[config.mk]
export PLATFORM = sky130hd
export DESIGN_NAME = npu_tile_scheduler
export DESIGN_NICKNAME = d
export VERILOG_FILES = /design/src/rtl/npu_tile_scheduler.sv
export SDC_FILE = /design/constraint.sdc
export NUM_CORES = 1
export LEC_CHECK = 0
export CAP_MARGIN = 20
export CORE_AREA = 2 2 99 101
export CTS_CLUSTER_DIAMETER = 80
export DETAILED_ROUTE_END_ITERATION = 10
export DIE_AREA = 0 0 101 103
export PLACE_DENSITY_LB_ADDON = 0.3
export REMOVE_ABC_BUFFERS = 1
export SETUP_SLACK_MARGIN = 0.5
export SLEW_MARGIN = 20
export SYNTH_ARGS = -nofsm -noshare
export SYNTH_HDL_FRONTEND = slang
export SYNTH_SLANG_ARGS = --single-unit
[constraint.sdc]
create_clock -name clk -period 5.4 [get_ports clk]
set_input_delay 1.08 -clock clk [delete_from_list [all_inputs] [get_ports clk]]
set_output_delay 1.08 -clock clk [all_outputs]
set_load 0.005 [all_outputs]
[src/rtl/npu_tile_scheduler.sv]
// Tile sequencer for one layer on the 4x4 PE array: start, calc, optional activation, SPI load.
// Optional per-wait-state watchdog is built when NPU_TILE_TIMEOUT_EN is defined.
module npu_tile_scheduler #(
  parameter int TILE      = 4,
  parameter int DIM_W     = 8,
  parameter int TO_CYCLES = 1024
) (
  input  logic             clk,
  input  logic             reset,
  input  logic             soft_reset,
  input  logic             cfg_valid,
  output logic             cfg_ready,
  input  logic [DIM_W-1:0] cfg_m,
  input  logic [DIM_W-1:0] cfg_n,
  input  logic             cfg_layer_type,
  input  logic             cfg_act,
  output logic             start,
  output logic             layer_type,
  output logic [DIM_W-1:0] tile_row,
  output logic [DIM_W-1:0] tile_col,
  input  logic             calulcator_valid,
  output logic             add_activation,
  input  logic             neuron_ready,
  output logic             load_to_spi,
  input  logic             transmitted,
  output logic             busy,
  output logic             done,
  output logic [15:0]      tile_count,
  output logic             timeout_err,
  output logic [3:0]       dbg_state_o
);

  // Handshakes: each request output (start, add_activation, load_to_spi) is a one-cycle
  // pulse; its response input is only looked at while in the matching WAIT_* state, and a
  // single-cycle high there completes it. Responses seen in any other state are dropped.
  typedef enum logic [3:0] {
    S_IDLE, S_START, S_WAIT_CALC, S_ACT, S_WAIT_ACT, S_LOAD, S_WAIT_TX, S_NEXT, S_DONE
  } state_e;

  localparam logic [DIM_W:0] TILE_M1 = (DIM_W+1)'(TILE - 1);
  localparam logic [DIM_W:0] TILE_W  = (DIM_W+1)'(TILE);

  state_e           state_q, state_d;
  logic             act_q, act_d;
  logic             lt_q, lt_d;
  logic [DIM_W:0]   rows_t_q, rows_t_d;
  logic [DIM_W:0]   cols_t_q, cols_t_d;
  logic [DIM_W-1:0] tile_row_q, tile_row_d;
  logic [DIM_W-1:0] tile_col_q, tile_col_d;
  logic [15:0]      tile_count_q, tile_count_d;
  logic             cfg_ready_q, start_q, add_act_q, load_q, busy_q, done_q;
  logic             timeout_err_q;
  logic             to_expired;
  logic             last_col, last_row;

`ifdef NPU_TILE_TIMEOUT_EN
  localparam int            CNT_W   = $clog2(TO_CYCLES + 1);
  localparam logic [CNT_W-1:0] TO_LAST = CNT_W'(TO_CYCLES - 1);
  logic [CNT_W-1:0] to_cnt_q;
  logic             is_wait, hs_now;

  always_comb begin
    is_wait = (state_q == S_WAIT_CALC) || (state_q == S_WAIT_ACT) || (state_q == S_WAIT_TX);
    hs_now  = 1'b0;
    case (state_q)
      S_WAIT_CALC: hs_now = calulcator_valid;
      S_WAIT_ACT:  hs_now = neuron_ready;
      S_WAIT_TX:   hs_now = transmitted;
      default:     hs_now = 1'b0;
    endcase
  end
  assign to_expired = is_wait && !hs_now && (to_cnt_q == TO_LAST);
`else
  logic [31:0] to_cycles_unused;
  assign to_cycles_unused = TO_CYCLES;
  assign to_expired       = 1'b0;
`endif

  assign last_col = ({1'b0, tile_col_q} == cols_t_q - 1'b1);
  assign last_row = ({1'b0, tile_row_q} == rows_t_q - 1'b1);

  always_comb begin
    state_d      = state_q;
    act_d        = act_q;
    lt_d         = lt_q;
    rows_t_d     = rows_t_q;
    cols_t_d     = cols_t_q;
    tile_row_d   = tile_row_q;
    tile_col_d   = tile_col_q;
    tile_count_d = tile_count_q;
    case (state_q)
      S_IDLE: begin
        if (cfg_valid) begin
          act_d        = cfg_act;
          lt_d         = cfg_layer_type;
          rows_t_d     = ({1'b0, cfg_m} + TILE_M1) / TILE_W;
          cols_t_d     = ({1'b0, cfg_n} + TILE_M1) / TILE_W;
          tile_row_d   = '0;
          tile_col_d   = '0;
          tile_count_d = '0;
          state_d      = (cfg_m == '0 || cfg_n == '0) ? S_DONE : S_START;
        end
      end
      S_START: state_d = S_WAIT_CALC;
      S_WAIT_CALC: begin
        if (calulcator_valid) state_d = act_q ? S_ACT : S_LOAD;
        else if (to_expired)  state_d = S_DONE;
      end
      S_ACT: state_d = S_WAIT_ACT;
      S_WAIT_ACT: begin
        if (neuron_ready)    state_d = S_LOAD;
        else if (to_expired) state_d = S_DONE;
      end
      S_LOAD: state_d = S_WAIT_TX;
      S_WAIT_TX: begin
        if (transmitted)     state_d = S_NEXT;
        else if (to_expired) state_d = S_DONE;
      end
      S_NEXT: begin
        if (tile_count_q != 16'hFFFF) tile_count_d = tile_count_q + 16'd1;
        if (last_col) begin
          tile_col_d = '0;
          tile_row_d = tile_row_q + 1'b1;
        end else begin
          tile_col_d = tile_col_q + 1'b1;
        end
        state_d = (last_col && last_row) ? S_DONE : S_START;
      end
      S_DONE:  state_d = S_IDLE;
      default: state_d = S_IDLE;
    endcase
  end

  // Outputs are registered from the next state so they line up with the state they decode.
  always_ff @(posedge clk) begin
    if (reset || soft_reset) begin
      state_q      <= S_IDLE;
      act_q        <= 1'b0;
      lt_q         <= 1'b0;
      rows_t_q     <= '0;
      cols_t_q     <= '0;
      tile_row_q   <= '0;
      tile_col_q   <= '0;
      tile_count_q <= '0;
      cfg_ready_q  <= 1'b1;
      start_q      <= 1'b0;
      add_act_q    <= 1'b0;
      load_q       <= 1'b0;
      busy_q       <= 1'b0;
      done_q       <= 1'b0;
    end else begin
      state_q      <= state_d;
      act_q        <= act_d;
      lt_q         <= lt_d;
      rows_t_q     <= rows_t_d;
      cols_t_q     <= cols_t_d;
      tile_row_q   <= tile_row_d;
      tile_col_q   <= tile_col_d;
      tile_count_q <= tile_count_d;
      cfg_ready_q  <= (state_d == S_IDLE);
      start_q      <= (state_d == S_START);
      add_act_q    <= (state_d == S_ACT);
      load_q       <= (state_d == S_LOAD);
      busy_q       <= (state_d != S_IDLE);
      done_q       <= (state_d == S_DONE);
    end
  end

`ifdef NPU_TILE_TIMEOUT_EN
  // Sticky error survives soft_reset; the counter restarts on every state entry.
  always_ff @(posedge clk) begin
    if (reset) begin
      timeout_err_q <= 1'b0;
      to_cnt_q      <= '0;
    end else if (soft_reset) begin
      to_cnt_q      <= '0;
    end else begin
      if (to_expired) timeout_err_q <= 1'b1;
      to_cnt_q <= (is_wait && state_d == state_q) ? to_cnt_q + 1'b1 : '0;
    end
  end
`else
  assign timeout_err_q = 1'b0;
`endif

  assign cfg_ready      = cfg_ready_q;
  assign start          = start_q;
  assign layer_type     = lt_q;
  assign tile_row       = tile_row_q;
  assign tile_col       = tile_col_q;
  assign add_activation = add_act_q;
  assign load_to_spi    = load_q;
  assign busy           = busy_q;
  assign done           = done_q;
  assign tile_count     = tile_count_q;
  assign timeout_err    = timeout_err_q;
  assign dbg_state_o    = state_q;

endmodule

======== Word-level counts from Yosys, hierarchy flattened ========
Index checks and enable logic that the tools add are counted.
word-level totals
  word-level logic and storage cells ...... 67
  output and inout bits ................... 44
  register bits ........................... 58
cells by class
  multiplexer cells ....................... 16
  reductions and logical operators ........ 13
  equality and inequality tests ........... 17
  add/subtract/negate cells ............... 7
operator list
  kind                     count
  $mux W16                 2
  $pmux W16 S2             1
  $pmux W4 S8              1
  $pmux W8 S2              2
  $mux W4                  6
  $mux W8                  3
  $eq A4 B3 Y1 const B     5
  $add A8 B2 Y9 const B    2
  $eq A8 B9 Y1             2
  $add A16 B1 Y16 const B  1
  $add A8 B1 Y8 const B    2
  $logic_not A8 Y1         2
  $ne A16 B16 Y1 const B   1
  $sub A7 B1 Y8 const B    2
  $eq A4 B2 Y1 const B     3
  $eq A4 B1 Y1 const B     2
  $logic_not A4 Y1         2
  $ne A2 B2 Y1 const B     3
  $reduce_and A3 Y1        2
  $eq A4 B4 Y1 const B     1
  $reduce_and A2 Y1        2
  $reduce_bool A4 Y1       1
  $mux W3                  1
  $logic_or A1 B1 Y1       2
  2 further kinds          2

======== Logic depth before layout (Yosys ltp) ========
Gate-level depths: netlist of the first run.
  depth in word-level cells ............... 6
  depth in mapped cells ................... 10
  gate-level depth less buffers ........... 8

======== Worst setup path before layout of the first run ========
No wires, ideal clock.
  path type ............................... in2reg
  start point ............................. input port cfg_valid
  end point ............................... register tile_count_q[13] (netlist: tile_count[13])
  setup time .............................. 128 ps
  arrival time ............................ 2403 ps
  buffers on the path ..................... 2
  setup slack ............................. 2870 ps
  cell stages on the path ................. 8
  path through ............................ nor4b_1 > o21ba_2 > buf_2 > o31ai_1 > clkbuf_1 > nor4_1 > xnor2_1 > nor2_1
between the ends
  word-level cells in the longest chain between the ends .. 2
RTL lines
  element                             RTL line  RTL
  start, declared                     11        input logic cfg_valid,
  $ne A2 B2 Y1 (no source line)       --
  $reduce_and A3 Y1 (no source line)  --
  end signal, assigned                159       tile_count_q <= tile_count_d;
  end, declared                       50        logic [15:0] tile_count_q, tile_count_d;
Every way passes these cells.
A chain may end at the register's enable or synchronous reset.

======== Final worst setup path of the first run ========
Same ends and word-level chain as after synthesis.

==> results.txt, run 1 <==
status: complete, no violations
CP Capture Type: flip-flop
setup bufs post-CTS: 0
yosys warns: 0
HPWL after detailed placement: 5.95 mm
number of standard cells after synthesis: 402
number of antenna-violating nets in the routed design: 0
share of flip-flops with an asynchronous set or reset after synthesis: 0
initial antenna violation count: 0
Skew-Pair Late Insertion Delay: 0.33 ns
Buffers on Ports: 67
reg-to-reg setup timing slack: 2.83 ns
post-synthesis instance area: 3180 µm²
die area: 10400 µm²
type of element launching the critical path: input pin
total power density per cell area: 231 nW/µm²
min cycle time layout: 2.79 ns
floorplan die height: 103 µm
hold violation total from the final report: 0
number of ports placed on the die boundary: 69
Post-CTS Resized: 0
Hold Path Cell Cnt: 2
maximum number of pins on one net before global-route repair: 37
clock tree from TritonCTS: built
maximum capacitance violations: 0
Filler Cell Count: 959
cell taking the most area after synthesis: sky130_fd_sc_hd__dfxtp_1
layout net count: 494
Worst VDD drop: 0.103 mV
Floorplan Core Area: 9460 µm²
Worst-Margin Slew: 0.840 ns
signal arrival time at the worst endpoint: 2.98 ns
Avg Synthesized Cell Area: 7.91 µm²
setup repair after global routing missed its margin: no
fin. max-slew vios: 0
share of post-route cells with drive strength above 1: 0.0490
Setup TNS Final: 0 ns
sequential-to-total area share from yosys stat: 0.365
Overflow after GRT: 0
Antenna diodes: 0
average routed wire per standard cell: 14.0 µm
synthesis-stage register bit count: 58
quantity of hold-fixing buffers added after cts: 0
routed via count: 3079
Worst Path Max Fanout: 13
clock tree root buffer cell: sky130_fd_sc_hd__clkbuf_8
Finish-stage setup viols: 0
length of the first detailed-routing pass in iterations: 4
type of the tightest min-delay check: flip-flop to flip-flop
Final period util: 0.516
row count: 36
area added between synthesis and finish: 30.0%
final estimated routing congestion in global placement: 0.789
Hold Path Sink: act_q$_SDFFE_PP0P_
number of cells traversed by the worst register-to-register path: 6
DRC violations left: 0
initial detailed-routing violation count: 102
Max Fclk: 0.359 GHz
number of levels in the clock H-tree: 3
vias in the first global route: 2867
Total Routed Length: 8.19 mm
starting density of the core: 0.336
worst-case clock skew: 0.00584 ns
Clock Path Buffers: 2
count of flip-flops with a built-in enable after synthesis: 0
die span in x: 101 µm
clock buffers created by TritonCTS: 9
share of the core filled with cells in the final layout: 0.437
DR vias/cell: 5.28
All-Layer GR Usage: 0.165
global-route wire length before repair: 13.8 mm
Final Power: 955 µW
crit path kind: input pin to flip-flop
CTS clk-pin slew, worst paths: 0.06 ns
main area contributors after synthesis: sky130_fd_sc_hd__dfxtp_1, sky130_fd_sc_hd__xnor2_1, sky130_fd_sc_hd__nor2_1
Crit Reg-Reg Startpoint: cols_t_q[0]$_SDFFE_PP0P_
Worst EP required: 5.60 ns
source of the worst hold timing path: act_q$_SDFFE_PP0P_
dominant register cell in the synthesized netlist: sky130_fd_sc_hd__dfxtp_1
number of sinks driven by the clock tree: 58
end of the worst register-to-register path: tile_row[7]$_SDFFE_PP0P_
relative slew slack: 0.439
synth unique cells: 47
Pleak: 1.38 nW
share of the synthesized area in the top cell type: 0.365
==> power breakdown <==
group	internal (mW)	switching (mW)	total, mW
registers	0.434	0.00690	0.441
logic	0.0498	0.0583	0.108
clock network	0.238	0.168	0.406
==> stage by stage <==
stage               cells  worst slack [ns]  hold slack (ns)  instance area [µm²]
detailed placement    567              2.28            0.461                 3940
floorplan             384              2.65            0.437                 3110
CTS                   583              2.63            0.470                 4130
global route          583              2.44            0.500                 4130
finish                583              2.61            0.471                 4130
global placement      567              2.29            0.455                 3940
==> worst max-delay path by stage <==
stage / from / end / slack (ns) / cells after the start
after floorplan: cfg_valid / tile_count[13]$_SDFFE_PP0P_ / 2.65 / 5
after global placement: cfg_valid / tile_count[13]$_SDFFE_PP0P_ / 2.29 / 8
after detailed placement: cfg_valid / tile_count[13]$_SDFFE_PP0P_ / 2.28 / 8
after CTS: cfg_valid / tile_count[13]$_SDFFE_PP0P_ / 2.63 / 8
after global routing: cfg_valid / tile_count[15]$_SDFFE_PP0P_ / 2.44 / 8
final: cfg_valid / tile_count[13]$_SDFFE_PP0P_ / 2.61 / 8
==> sequential cells by signal, summed over array words and instances, names as in the netlist, 4 cells and up <==
| name | flops |
|---|---|
| rows_t_q | 7 |
| tile_count | 16 |
| cols_t_q | 7 |
| tile_row | 8 |
| tile_col | 8 |
| dbg_state_o | 4 |
==> logic make-up (layout without fill, tap and decap cells) <==
group / Yosys count / count (layout) / synth area share
XOR/XNOR: 38 / 38 / 0.105
AO/OA/AOI/OAI: 75 / 75 / 0.154
adder cells (fa/ha/maj): 5 / 5 / 0.0197
flip-flops: 58 / 58 / 0.365
other: 1 / 1 / 0.00118
buffers and inverters: 28 / 95 / 0.0346
multiplexers: 7 / 7 / 0.0220
AND/OR/NAND/NOR: 190 / 190 / 0.299
==> layout by cell type, fill, tap and decap left out, drive strengths merged, types with 3 or more instances in the layout <==
cell type      instances
or2                    3
a21oi                 23
nand3                 17
clkbuf                14
ha                     5
or4                    3
xor2                  13
and4                   3
nand4                 13
nor2b                  5
xnor2                 25
or3                    9
and2                   4
mux2i                  7
clkdlybuf4s50         67
nand2                 42
nor4                   8
and3                   9
o221ai                 4
nor2                  47
o21a                   3
a211oi                11
o21ai                 17
dfxtp                 58
inv                   10
nor3                  20
==> synthesized netlist by cell type, drive strengths merged, types with 3 or more instances <==
library cell  count
a21oi            23
nor2             47
o21a              3
and3              9
o221ai            4
buf               3
nor4              8
xnor2            25
or3               9
and2              4
and4              3
or2               3
xor2             13
nand2            42
dfxtp            58
or4               3
clkbuf           15
inv              10
nand4            13
nor2b             5
ha                5
o21ai            17
nor3             20
nand3            17
mux2i             7
a211oi           11
==> critical path, cell delays in order <==
cell and delay (ns):
sky130_fd_sc_hd__clkdlybuf4s50_1 0.49, sky130_fd_sc_hd__nor4b_1 0.32, sky130_fd_sc_hd__o21ba_2 0.32, sky130_fd_sc_hd__o31ai_1 0.12
sky130_fd_sc_hd__buf_4 0.19, sky130_fd_sc_hd__nor4_1 0.25, sky130_fd_sc_hd__xnor2_1 0.16, sky130_fd_sc_hd__nor2_1 0.05
==> layout make-up <==
class                      instances  area (µm²)  area share
inverter                          10        37.5     0.00908
timing repair buffer              69         686       0.166
clock buffer                      14         163      0.0394
sequential                        58        1160       0.281
clock inverter                     2        35.0     0.00848
multi-input combinational        316        1910       0.462
tap                              114         143      0.0345
==> routing by layer <==
layer | GRT usage | routed length, µm | up-vias
met4 | 0.0551 | 89 | 0
met2 | 0.268 | 3720 | 84
met1 | 0.216 | 3820 | 1424
met5 | 0 | 0 | -
li1 | - | - | 1562
met3 | 0.0414 | 559 | 9
Power figures use the tool's default switching activity.
==> run 2, diff against run 1 <==
==> constraint.sdc (replaced) <==
create_clock -name clk -period 2.85 [get_ports clk]
set_input_delay 0.57 -clock clk [delete_from_list [all_inputs] [get_ports clk]]
set_output_delay 0.57 -clock clk [all_outputs]
set_load 0.005 [all_outputs]
==> results.txt, run 2 (synthesis gave the netlist of run 1 again) <==
share of post-route cells with drive strength above 1: 0.106 (+0.0572)
Antenna diodes: 0 (unchanged)
clock tree root buffer cell: sky130_fd_sc_hd__clkbuf_8
cell mode on critical path: sky130_fd_sc_hd__or4_4
Worst Path Max Fanout: 5 (-8)
die span in x: 101 µm (unchanged)
part of the power in the clock network: 0.405 (-0.020)
hold violation total from the final report: 0 (unchanged)
vias in the first global route: 2911 (+1.5%)
Cell Int Power: 1.31 mW (+82%)
Filler Cell Count: 952 (-0.73%)
sw power: 475 µW (+100%)
All-Layer GR Usage: 0.166 (+0.00102)
number of cells traversed by the worst register-to-register path: 6 (unchanged)
min cycle time layout: 2.35 ns
Worst EP required: 3.12 ns (-2.48 ns)
Buffers on Ports: 67 (unchanged)
share of the core filled with cells in the final layout: 0.454 (+0.0176)
type of element launching the critical path: flip-flop
area added between synthesis and finish: 35.2%
Max Fclk: 0.425 GHz
combinational share of power: 0.128 (+0.015)
HPWL after detailed placement: 6.05 mm (+1.6%)
clock tree from TritonCTS: built
CTS clk-pin slew, worst paths: 0.07 ns (about the same)
ordered list of cells on the worst path: or4_4 > or3_4 > a32oi_4 > nand3_4 > or4_4 > a21oi_1
Floorplan Core Area: 9460 µm² (unchanged)
layout net count: 505 (+2.2%)
Seq pwr share: 0.467 (+0.005)
starting density of the core: 0.336 (unchanged)
Crit Reg-Reg Startpoint: cols_t_q[0]$_SDFFE_PP0P_
die area: 10400 µm² (unchanged)
area used by sequential logic in the layout: 1170 µm² (+0.75%)
worst-case clock skew: 0.00840 ns (+0.00255 ns)
global-route wire length before repair: 13.9 mm (+0.30%)
length of the first detailed-routing pass in iterations: 5 (+1)
initial antenna violation count: 0 (unchanged)
routed via count: 3147 (+2.2%)
Clock Path Buffers: 2 (unchanged)
maximum capacitance violations: 0 (unchanged)
floorplan die height: 103 µm (unchanged)
reg-to-reg setup timing slack: 0.50 ns (-2.33 ns)
number of flip-flops under the largest register name: 16 (unchanged)
number of antenna-violating nets in the routed design: 0 (unchanged)
Multi-input gate area: 2000 µm² (+4.7%)
Worst Setup EP: dbg_state_o[3]$_SDFF_PP0_
status: complete, no violations
setup repair after global routing missed its margin: yes
Overflow after GRT: 0 (unchanged)
CP Capture Type: flip-flop
Total Routed Length: 8.47 mm (+3.4%)
leading cell types in the layout, fill and taps excluded: sky130_fd_sc_hd__clkdlybuf4s50_1, sky130_fd_sc_hd__dfxtp_1, sky130_fd_sc_hd__nor2_1
initial detailed-routing violation count: 115 (+13%)
final estimated routing congestion in global placement: 0.822 (+4.1%)
quantity of hold-fixing buffers added after cts: 0 (unchanged)
type of the tightest min-delay check: flip-flop to flip-flop
Pleak: 1.44 nW (+4.0%)
number of levels in the clock H-tree: 3 (unchanged)
number of sinks driven by the clock tree: 58 (unchanged)
fin. max-slew vios: 0 (unchanged)
row count: 36 (unchanged)
Worst-Margin Slew: 0.722 ns (-0.118 ns)
CP startpoint: cols_t_q[0]$_SDFFE_PP0P_
number of ports placed on the die boundary: 69 (unchanged)
DRC violations left: 0 (unchanged)
most common cell after layout, fill and taps aside: sky130_fd_sc_hd__clkdlybuf4s50_1
maximum number of pins on one net before global-route repair: 37 (unchanged)
average routed wire per standard cell: 14.3 µm (+1.5%)
Net Sw Frac: 0.266 (+0.0224)
relative slew slack: 0.515 (+0.0761)
signal arrival time at the worst endpoint: 2.62 ns (-0.36 ns)
Max stage delay cell, worst path: sky130_fd_sc_hd__or4_4
crit path kind: flip-flop to flip-flop
Setup TNS Final: 0 ns (unchanged)
total power density per cell area: 416 nW/µm² (+80%)
Final period util: 0.826
clock buffers created by TritonCTS: 9 (unchanged)
Finish-stage setup viols: 0 (unchanged)
DR vias/cell: 5.30 (+0.32%)
Skew-Pair Late Insertion Delay: 0.34 ns (about the same)
end of the worst register-to-register path: dbg_state_o[3]$_SDFF_PP0_
Worst path max stage delay: 0.54 ns (+0.05 ns)
Worst VDD drop: 0.165 mV (+60%)
-- run 2: worst max-delay path: cells and delay by family (launching register included) --
kind	cells	cell delay, ns
AND/OR/NAND/NOR	4	1.50
flip-flops	1	0.36
AO/OA/AOI/OAI	2	0.42
-- run 2: stage by stage --
step	cells	cell area [µm²]	hold slack (ns)	setup slack (ns)	power, mW
after global routing	594	4300	0.485	0.460	1.86
after global placement	572	3970	0.461	0.314	1.06
after CTS	592	4230	0.469	0.495	1.79
final	594	4300	0.462	0.496	1.79
after detailed placement	572	3970	0.459	0.274	1.06
after floorplan	384	3110	0.437	0.512	0.975
-- run 2: how the worst min path moves through the flow --
stage / start / to / slack, ns / cells past startpoint
3_5_place_dp: act_q$_SDFFE_PP0P_ / act_q$_SDFFE_PP0P_ / 0.46 / 2
4_1_cts: act_q$_SDFFE_PP0P_ / act_q$_SDFFE_PP0P_ / 0.47 / 2
3_3_place_gp: act_q$_SDFFE_PP0P_ / act_q$_SDFFE_PP0P_ / 0.46 / 2
5_1_grt: act_q$_SDFFE_PP0P_ / act_q$_SDFFE_PP0P_ / 0.49 / 2
2_1_floorplan: act_q$_SDFFE_PP0P_ / act_q$_SDFFE_PP0P_ / 0.44 / 2
6_report: act_q$_SDFFE_PP0P_ / act_q$_SDFFE_PP0P_ / 0.46 / 2
-- run 2: timing repair --
item / 4_1_cts / 5_1_grt
resized for setup: 10 / 12
cloned: 1 / 0
endpoints found under the setup margin: 7 / 14
pin swaps: 3 / 0
buffers inserted: 3 / 2
-- run 2: layer usage --
metal / share of wire / up-vias / routed length (µm) / global-route usage
li1: - / 1588 / - / -
met3: 0.056 / 14 / 478 / 0.0332
met1: 0.46 / 1460 / 3930 / 0.215
met5: 0 / - / 0 / 0
met4: 0.016 / 0 / 133 / 0.0582
met2: 0.46 / 85 / 3930 / 0.277
-- run 2: final cells by class --
class | instances | share of cell area
Tap cell | 114 | 0.0332
Multi-Input combinational cell | 317 | 0.465
Clock inverter | 4 | 0.00582
Sequential cell | 58 | 0.272
Timing Repair Buffer | 79 | 0.177
Inverter | 10 | 0.00873
Clock buffer | 12 | 0.0384
-- run 2: power groups by stage --
| stage | Sequential (mW) | Combinational, mW | Clock (mW) |
|---|---|---|---|
| 5_1_grt | 0.837 | 0.250 | 0.768 |
| 4_1_cts | 0.835 | 0.223 | 0.735 |
| 2_1_floorplan | 0.851 | 0.124 | 0 |
| 3_5_place_dp | 0.854 | 0.209 | 0 |
| 3_3_place_gp | 0.854 | 0.205 | 0 |
| 6_report | 0.835 | 0.228 | 0.724 |
==> run 3, diff against run 2 <==
==> constraint.sdc (replaced) <==
create_clock -name clk -period 2 [get_ports clk]
set_input_delay 0.4 -clock clk [delete_from_list [all_inputs] [get_ports clk]]
set_output_delay 0.4 -clock clk [all_outputs]
set_load 0.005 [all_outputs]
==> results.txt, run 3 (synthesis gave the netlist of run 1 again) <==
status: finished, violations left
violated checks: negative setup slack
signal arrival time at the worst endpoint: 2.53 ns (-0.09 ns)
final standard cell area without fillers: 5590 µm² (+30%)
initial detailed-routing violation count: 116 (+0.87%)
starting density of the core: 0.336 (unchanged)
leading cell types in the layout, fill and taps excluded: sky130_fd_sc_hd__buf_4, sky130_fd_sc_hd__nor2_1, sky130_fd_sc_hd__dlygate4sd2_1
Worst VDD drop: 0.345 mV (+110%)
number of flip-flops under the largest register name: 16 (unchanged)
cell mode on critical path: sky130_fd_sc_hd__or4_4
die area: 10400 µm² (unchanged)
Buffers on Ports: 67 (unchanged)
CP Capture Type: flip-flop
vias in the first global route: 3524 (+21%)
length of the first detailed-routing pass in iterations: 4 (-1)
initial antenna violation count: 0 (unchanged)
final estimated routing congestion in global placement: 0.867 (+5.5%)
number of sinks driven by the clock tree: 58 (unchanged)
kind of cell with the highest combined delay on the critical path: simple AND/OR/NAND/NOR gates
Clock Path Buffers: 2 (unchanged)
Overflow after GRT: 0 (unchanged)
clock buffers created by TritonCTS: 9 (unchanged)
hold violation total from the final report: 0 (unchanged)
type of the tightest min-delay check: flip-flop to flip-flop
Total Routed Length: 10.7 mm (+26%)
average routed wire per standard cell: 15.4 µm (+8.3%)
All-Layer GR Usage: 0.200 (+0.0339)
maximum capacitance violations: 0 (unchanged)
share of post-route cells with drive strength above 1: 0.414 (+0.308)
Max stage delay cell, worst path: sky130_fd_sc_hd__or4_4
area added between synthesis and finish: 75.8%
DR vias/cell: 5.22 (-1.5%)
ordered list of cells on the worst path: or4_4 > or3_4 > a32oi_4 > nand3_4 > or4_4 > a21oi_2
quantity of hold-fixing buffers added after cts: 0 (unchanged)
type of element launching the critical path: flip-flop
most common cell after layout, fill and taps aside: sky130_fd_sc_hd__buf_4
routed via count: 3606 (+15%)
floorplan die height: 103 µm (unchanged)
placed instance area: 4500 µm² (+13%)
HPWL after detailed placement: 6.86 mm (+13%)
number of antenna-violating nets in the routed design: 0 (unchanged)
count of buffer and inverter cells on the critical path: 0 (unchanged)
number of levels in the clock H-tree: 3 (unchanged)
DRC violations left: 0 (unchanged)
worst-case clock skew: 0.00519 ns (-0.00321 ns)
maximum number of pins on one net before global-route repair: 19 (-49%)
min cycle time layout: 2.25 ns (-0.102 ns)
CTS clk-pin slew, worst paths: 0.07 ns (about the same)
Final Power: 3.02 mW (+69%)
row count: 36 (unchanged)
setup repair after global routing missed its margin: yes
Worst EP required: 2.27 ns (-0.85 ns)
Finish-stage setup viols: 20 (+20)
layout net count: 602 (+19%)
die span in x: 101 µm (unchanged)
Antenna diodes: 0 (unchanged)
fin. max-slew vios: 0 (unchanged)
Pleak: 2.39 nW (+66%)
crit path kind: flip-flop to flip-flop
final worst-path setup slack: -0.252 ns (-0.748 ns)
number of ports placed on the die boundary: 69 (unchanged)
Skew-Pair Late Insertion Delay: 0.34 ns (about the same)
clock tree from TritonCTS: built
Final period util: 1.13 (+0.300)
global-route wire length before repair: 16.5 mm (+19%)
total power density per cell area: 540 nW/µm² (+30%)
Worst path max stage delay: 0.53 ns (about the same)
Floorplan Core Area: 9460 µm² (unchanged)
Worst Path Max Fanout: 7 (+2)
clock tree root buffer cell: sky130_fd_sc_hd__clkbuf_8
Max Fclk: 0.444 GHz (+4.5%)
==> run 3: path summary, 6_finish.rpt <==
check,from,endpoint,slack (ns),depth (start not counted)
max,cols_t_q[0]$_SDFFE_PP0P_,dbg_state_o[3]$_SDFF_PP0_,-0.25,6
min,rows_t_q[6]$_SDFFE_PP0P_,rows_t_q[6]$_SDFFE_PP0P_,0.49,2
max reg2reg,cols_t_q[0]$_SDFFE_PP0P_,dbg_state_o[3]$_SDFF_PP0_,-0.25,6
min reg2reg,rows_t_q[6]$_SDFFE_PP0P_,rows_t_q[6]$_SDFFE_PP0P_,0.49,2
==> run 3: worst register-to-register path, cell delays in order, from the launching register on <==
cell,delay [ns]
sky130_fd_sc_hd__dfxtp_2,0.33
sky130_fd_sc_hd__or4_4,0.53
sky130_fd_sc_hd__or3_4,0.36
sky130_fd_sc_hd__a32oi_4,0.22
sky130_fd_sc_hd__nand3_4,0.15
sky130_fd_sc_hd__or4_4,0.46
sky130_fd_sc_hd__a21oi_2,0.14
==> run 3: where the power goes <==
group | internal [mW] | leakage (nW) | switching (mW)
registers | 1.16 | 0.492 | 0.0160
logic | 0.228 | 1.77 | 0.223
clock network | 0.897 | 0.123 | 0.497
==> run 3: cell type report <==
| cell class | count | area [µm²] |
|---|---|---|
| clock inverter | 4 | 97.6 |
| clock buffer | 12 | 155 |
| tap | 114 | 143 |
| multi-input combinational | 316 | 2390 |
| timing repair buffer | 177 | 1530 |
| inverter | 10 | 37.5 |
| fill | 824 | 3870 |
| sequential | 58 | 1240 |
==> run 3: what timing repair did <==
item	in CTS	in global routing
gates cloned	2	0
pin swaps	42	25
setup endpoints to repair	89	68
buffers inserted	19	13
resized for setup	187	67
==> run 3: layer usage <==
| metal | track usage | part of all wire |
|---|---|---|
| met1 | 0.241 | 0.42 |
| met2 | 0.365 | 0.51 |
| met3 | 0.0359 | 0.043 |
| met4 | 0.0593 | 0.025 |
| met5 | 0 | 0 |
==> run 3: stage by stage <==
stage / hold WS (ns) / setup WS [ns] / util / TNS, ns / instances
after detailed placement: 0.467 / -0.335 / 0.476 / -8.08 / 641
final: 0.495 / -0.252 / 0.591 / -3.22 / 691
after CTS: 0.469 / -0.232 / 0.559 / -3.07 / 678
after global routing: 0.514 / -0.339 / 0.591 / -5.16 / 691
after floorplan: 0.437 / -0.338 / - / -4.69 / 384
after global placement: 0.464 / -0.287 / 0.476 / -7.21 / 641
